**config.mk**
```make
export PLATFORM = sky130hd
export DESIGN_NAME = uart_reply_encoder
export DESIGN_NICKNAME = d
export VERILOG_FILES = /design/src/rtl/uart_reply_encoder.sv
export SDC_FILE = /design/constraint.sdc
export NUM_CORES = 1
export LEC_CHECK = 0
export ABC_AREA = 1
export CAP_MARGIN = 0
export CORE_ASPECT_RATIO = 1.25
export CORE_MARGIN = 4
export CORE_UTILIZATION = 53
export CTS_BUF_LIST = sky130_fd_sc_hd__clkbuf_8 sky130_fd_sc_hd__clkbuf_16
export CTS_CLUSTER_SIZE = 24
export DETAILED_ROUTE_END_ITERATION = 12
export PLACE_DENSITY = 0.82
export SLEW_MARGIN = 20
export SYNTH_ARGS = -nofsm -noshare
export SYNTH_HDL_FRONTEND = slang
export SYNTH_SLANG_ARGS = --single-unit
export TNS_END_PERCENT = 20
```
**constraint.sdc**
```tcl
create_clock -name clock_12mhz -period 2.9 [get_ports clock_12mhz]
set_input_delay 0.58 -clock clock_12mhz [delete_from_list [all_inputs] [get_ports clock_12mhz]]
set_output_delay 0.58 -clock clock_12mhz [all_outputs]
set_load 0.1 [all_outputs]
```
**src/rtl/uart_reply_encoder.sv**
```systemverilog
// Reads one 24-bit LED word from memory and sends it back as a 7-byte UART reply frame.
module uart_reply_encoder #(
  parameter logic [7:0] REPLY_COMMAND = 8'h81
) (
  input  logic        clock_12mhz,
  input  logic        reset_n,
  input  logic        read_request,
  input  logic [8:0]  read_address,
  output logic        mem_read_enable,
  output logic [8:0]  mem_read_address,
  input  logic [23:0] mem_read_data,
  output logic [7:0]  tx_data,
  output logic        tx_start,
  input  logic        tx_busy,
  output logic        busy,
  output logic        frame_done,
  output logic        request_dropped
);

  localparam int unsigned ADDR_W = 9;
  localparam int unsigned DATA_W = 24;
  localparam int unsigned BYTE_W = 8;
  localparam int unsigned IDX_W  = 3;
  localparam logic [IDX_W-1:0] LAST_IDX = IDX_W'(6);

  typedef enum logic [2:0] {
    ST_IDLE  = 3'd0,
    ST_FETCH = 3'd1,
    ST_LATCH = 3'd2,
    ST_SEND  = 3'd3,
    ST_HOLD  = 3'd4,
    ST_WAIT  = 3'd5
  } state_t;

  state_t              state_q;
  state_t              state_d;
  logic [ADDR_W-1:0]   addr_q;
  logic [DATA_W-1:0]   data_q;
  logic [IDX_W-1:0]    idx_q;
  logic [BYTE_W-1:0]   chk_q;
  logic [BYTE_W-1:0]   tx_last_q;
  logic [BYTE_W-1:0]   cur_byte;
  logic                accept;
  logic                advance;

  assign accept           = (state_q == ST_IDLE) && read_request;
  assign advance          = (state_q == ST_WAIT) && !tx_busy && (idx_q != LAST_IDX);
  assign mem_read_address = addr_q;

  // State register.
  always_ff @(posedge clock_12mhz or negedge reset_n) begin
    if (!reset_n) begin
      state_q <= ST_IDLE;
    end else begin
      state_q <= state_d;
    end
  end

  // Next-state logic.
  always_comb begin
    state_d = state_q;
    case (state_q)
      ST_IDLE:  if (read_request) state_d = ST_FETCH;
      ST_FETCH: state_d = ST_LATCH;
      ST_LATCH: state_d = ST_SEND;
      ST_SEND:  if (!tx_busy) state_d = ST_HOLD;
      ST_HOLD:  state_d = ST_WAIT;
      ST_WAIT:  if (!tx_busy) state_d = (idx_q == LAST_IDX) ? ST_IDLE : ST_SEND;
      default:  state_d = ST_IDLE;
    endcase
  end

  // Frame byte selected by the current index.
  always_comb begin
    cur_byte = '0;
    case (idx_q)
      3'd0:    cur_byte = REPLY_COMMAND;
      3'd1:    cur_byte = {{(BYTE_W-1){1'b0}}, addr_q[ADDR_W-1]};
      3'd2:    cur_byte = addr_q[BYTE_W-1:0];
      3'd3:    cur_byte = data_q[23:16];
      3'd4:    cur_byte = data_q[15:8];
      3'd5:    cur_byte = data_q[7:0];
      3'd6:    cur_byte = chk_q;
      default: cur_byte = '0;
    endcase
  end

  // Outputs; tx_start/frame_done react to tx_busy in the same cycle so a start never lands on a busy transmitter.
  always_comb begin
    mem_read_enable = 1'b0;
    tx_start        = 1'b0;
    busy            = 1'b0;
    frame_done      = 1'b0;
    tx_data         = tx_last_q;
    case (state_q)
      ST_IDLE:  busy = 1'b0;
      ST_FETCH: begin
        busy            = 1'b1;
        mem_read_enable = 1'b1;
      end
      ST_LATCH: busy = 1'b1;
      ST_SEND: begin
        busy     = 1'b1;
        tx_start = !tx_busy;
        if (!tx_busy) tx_data = cur_byte;
      end
      ST_HOLD:  busy = 1'b1;
      ST_WAIT: begin
        busy       = 1'b1;
        frame_done = !tx_busy && (idx_q == LAST_IDX);
      end
      default:  busy = 1'b0;
    endcase
  end

  // Frame datapath: latched address/data, byte index, running checksum, last sent byte, drop flag.
  always_ff @(posedge clock_12mhz or negedge reset_n) begin
    if (!reset_n) begin
      addr_q          <= '0;
      data_q          <= '0;
      idx_q           <= '0;
      chk_q           <= '0;
      tx_last_q       <= '0;
      request_dropped <= 1'b0;
    end else begin
      request_dropped <= read_request && (state_q != ST_IDLE);
      if (accept) begin
        addr_q <= read_address;
        idx_q  <= '0;
        chk_q  <= '0;
      end
      if (state_q == ST_LATCH) data_q <= mem_read_data;
      if (tx_start) begin
        tx_last_q <= cur_byte;
        if (idx_q != LAST_IDX) chk_q <= chk_q ^ cur_byte;
      end
      if (advance) idx_q <= idx_q + IDX_W'(1);
    end
  end

endmodule

```
==> impl_table.tex <==
\begin{tabular}{lr}
\hline
Metric & Value \\
\hline
\multicolumn{2}{l}{\textbf{Timing}} \\
Least-Margin Pin Slew & 0.624 ns \\
Number of setup violations in the final report & 0 \\
Number of endpoints with negative hold slack in the final report & 0 \\
Max Transition Viols Final & 0 \\
Final critical-path share of the clock period & 0.966 \\
Post-layout minimum cycle time & 2.80 ns \\
Slew HR & 0.584 \\
Setup ws final & 0.0993 ns \\
Maximum frequency from static timing analysis & 357 MHz \\
Clock skew & 0.0160 ns \\
Hold\_ws & 0.268 ns \\
Unrepaired setup endpoints after global routing & yes \\
Aggregate negative setup slack & 0 ns \\
\multicolumn{2}{l}{\textbf{CTS}} \\
Clock H-tree levels & 2 \\
CTS Root Cell & clkbuf\_8 \\
Worst-path clk slew & 0.10 ns \\
CTS Buffer Depth & 2 \\
Clock Sink Count & 56 \\
Clock tree from TritonCTS & done \\
Post CTS Setup Buffer Count & 0 \\
Clock latency at the later pin of the worst-skew pair & 0.31 ns \\
Total CTS buffers & 5 \\
\multicolumn{2}{l}{\textbf{Critical path}} \\
Type of the worst setup path & in -> out \\
Max FO, Critical Path & 25 \\
Kind of end point of the critical path & primary output \\
Cell breakdown of the critical path & clkdlybuf4s50\_1 -> inv\_1 -> nand2\_2 -> inv\_2 -> nor2\_1 -> a31oi\_1 -> buf\_12 \\
CP Data Required Time & 2.32 ns \\
Cell with the biggest individual delay on the critical path & clkdlybuf4s50\_1 \\
Critical Path AT & 2.22 ns \\
Kind of start point of the critical path & input pin \\
Delay contributed by the slowest stage of the critical path & 0.47 ns \\
\multicolumn{2}{l}{\textbf{Global route}} \\
Antenna violations before repair & 0 \\
Global-route total usage across every layer & 0.209 \\
Pin count of the biggest net entering global routing & 31 \\
Vias in the first global route & 2466 \\
Global-route wire length before repair & 11100 µm \\
Grt total ovfl & 0 \\
\multicolumn{2}{l}{\textbf{Yosys}} \\
Synthesized cell area & 2840 µm² \\
Adder-cell share of the synthesized area & 0.0220 \\
Compound-Gate Fraction of Synth Area & 0.0471 \\
Flop and latch count out of synthesis & 56 \\
Main flop type after synthesis & dfrtp\_1 \\
Library cell with the highest instance count after synthesis & nand2\_1 \\
Proportion of netlist area held by the largest area contributor & 0.493 \\
Post-synth cell types & 23 \\
Leading post-synthesis cells by instance count & 109 x nand2\_1, 56 x dfrtp\_1, 44 x nand3\_1, 23 x nor2\_1, 22 x inv\_1 \\
Number of synthesized flops with an enable pin & 0 \\
Cell taking the most area after synthesis & dfrtp\_1 \\
Ranking of synthesized cells by area & dfrtp\_1 49\%, nand2\_1 14\%, mux2\_2 8.3\% \\
Proportion of synthesized flip-flops having asynchronous set or reset & 1.00 \\
Post-synthesis average cell area & 8.54 µm² \\
Yosys warns & 0 \\
Part of the Yosys area used for sequential elements & 0.493 \\
Dominant combinational cell family by area after synthesis & simple AND/OR/NAND/NOR gates \\
Gate count after technology mapping & 333 \\
Mux contribution to synthesized area & 0.0951 \\
Net count of the mapped netlist & 375 \\
XOR/XNOR share of the synthesized area & 0 \\
Post-synthesis share of cell area spent on and, or, nand and nor gates & 0.278 \\
\multicolumn{2}{l}{\textbf{Die}} \\
Starting density of the core & 0.552 \\
Row count & 29 \\
Core area & 5150 µm² \\
Vertical die dimension & 89.9 µm \\
Horizontal die dimension & 73.5 µm \\
Ports placed on the boundary & 59 \\
Die ar. & 6610 µm² \\
\multicolumn{2}{l}{\textbf{Layout}} \\
Number of antenna repair diodes & 0 \\
Area growth from synthesis to layout & 28.2\% \\
Filler cells & 402 \\
Nets & 429 \\
Post-layout utilization of the core & 0.707 \\
Non-filler instance count after layout & 450 \\
Fraction of final layout cells with drive strength greater than 1 & 0.170 \\
\multicolumn{2}{l}{\textbf{Pwr}} \\
Switching share of power & 0.505 \\
Sequential fraction of design power & 0.296 \\
Pwr dens & 1230 nW/µm² \\
Leakage dissipation & 1.84 nW \\
Combinational group share of total power & 0.583 \\
Total internal power & 2.22 mW \\
Net load switching power & 2.26 mW \\
Clock network fraction of total power & 0.120 \\
VDD IR-drop max & 0.878 mV \\
\multicolumn{2}{l}{\textbf{Routing}} \\
Pre-Repair DR Iteration Count & 6 \\
DRC marker count from the first detailed-route iteration & 198 \\
Aggregate routed wire length & 6540 µm \\
Routed len/inst & 14.5 µm \\
Post-route DRC & 0 \\
Total vias in the final route & 2489 \\
Vias/cell & 5.53 \\
Residual antenna-violating net count after detailed routing & 0 \\
\multicolumn{2}{l}{\textbf{Worst hold path}} \\
Hold WC Path Type & in -> async \\
\multicolumn{2}{l}{\textbf{Placed design}} \\
GP Congestion & 0.796 \\
Post-placement cell count & 442 \\
Worst setup timing slack at the placement stage & 0.109 ns \\
Quantity of I/O buffers inserted on ports & 58 \\
HPWL after detailed placement & 4880 µm \\
\multicolumn{2}{l}{\textbf{Run status}} \\
Outcome & finished, final reports clean \\
\multicolumn{2}{l}{\textbf{Job}} \\
Count of max-cap constraint violations & 0 \\
\hline
\end{tabular}
layer usage:
layer	GRT usage	up-vias	wire, µm
li1	-	1196	-
met1	0.281	1167	2650
met2	0.335	111	3220
met3	0.0335	15	509
met4	0.0801	0	167
met5	0	-	0
state kept, by name (all words and copies together) (netlist names):
register          count
chk_q                 8
data_q               24
idx_q                 3
mem_read_address      9
request_dropped       1
state_q               3
tx_last_q             8
placed cells by master, fill, tap and decap left out, types with 2 or more instances in the layout:
cell               n
a31oi_1           16
clkdlybuf4s50_1   35
mux2_1             3
nand2_1          109
nor2_1            22
inv_2              2
buf_4             15
ha_1               5
nand3_1           44
nand3b_1           2
mux2_2            21
nand2_2            3
buf_12            11
nor2_2             3
inv_1             22
o21ai_0            4
dfrtp_1           56
clkbuf_8           6
critical path: cells and delay by family:
kind | cells | cell delay (ns)
AOI/OAI and AO/OA | 1 | 0.27
buffers and inverters | 4 | 1.14
and+or+nand+nor | 2 | 0.22
final cells by class:
class	instances	area, µm²	share of cell area
Clock buffer	6	82.6	0.0227
Clock inverter	2	38.8	0.0106
Inverter	24	90.1	0.0247
Multi-Input combinational cell	238	1270	0.347
Sequential cell	56	1400	0.384
Tap cell	62	77.6	0.0213
Timing Repair Buffer	62	688	0.189
timing repair:
action / in CTS / in global routing
hold buffers: 0 / 0
gates resized for setup: 0 / 1
endpoints found under the setup margin: 0 / 8
path summary, 6_finish.rpt:
path / to / slack, ns / start / cells past startpoint
setup reg to reg: chk_q[0]$_DFF_PN0_ / 1.14 / idx_q[2]$_DFFE_PN0P_ / 10
min in group clock_12mhz: data_q[6]$_DFFE_PN0P_ / 0.50 / data_q[6]$_DFFE_PN0P_ / 1
setup / recovery: tx_data[0] / 0.1 / tx_busy / 7
max in group asynchronous: data_q[2]$_DFFE_PN0P_ / 2.04 / reset_n / 2
hold reg to reg: data_q[6]$_DFFE_PN0P_ / 0.50 / data_q[6]$_DFFE_PN0P_ / 1
hold / removal: mem_read_address[4]$_DFFE_PN0P_ / 0.27 / reset_n / 1
through the flow:
step                      instance area, µm²  total power, mW
after floorplan                         2850             3.23
after global placement                  3520             3.89
after detailed placement                3520             3.97
after CTS                               3640             4.51
after global routing                    3640             4.72
final                                   3640             4.49
cells by family after synthesis:
kind of cell | Yosys count
fa+ha+maj | 5
simple gates | 187
buf+inv | 39
compound gates | 22
flops | 56
mux | 24
power by group through the flow:
stage          Combinational [mW]  Sequential [mW]  Clock (mW)
2_1_floorplan                1.49             1.74           0
3_5_place_dp                 2.62             1.34           0
6_report                     2.62             1.33       0.539
5_1_grt                      2.76             1.38       0.580
3_3_place_gp                 2.57             1.32           0
4_1_cts                      2.63             1.33       0.546
No activity file was read; power rests on OpenSTA's default activity.
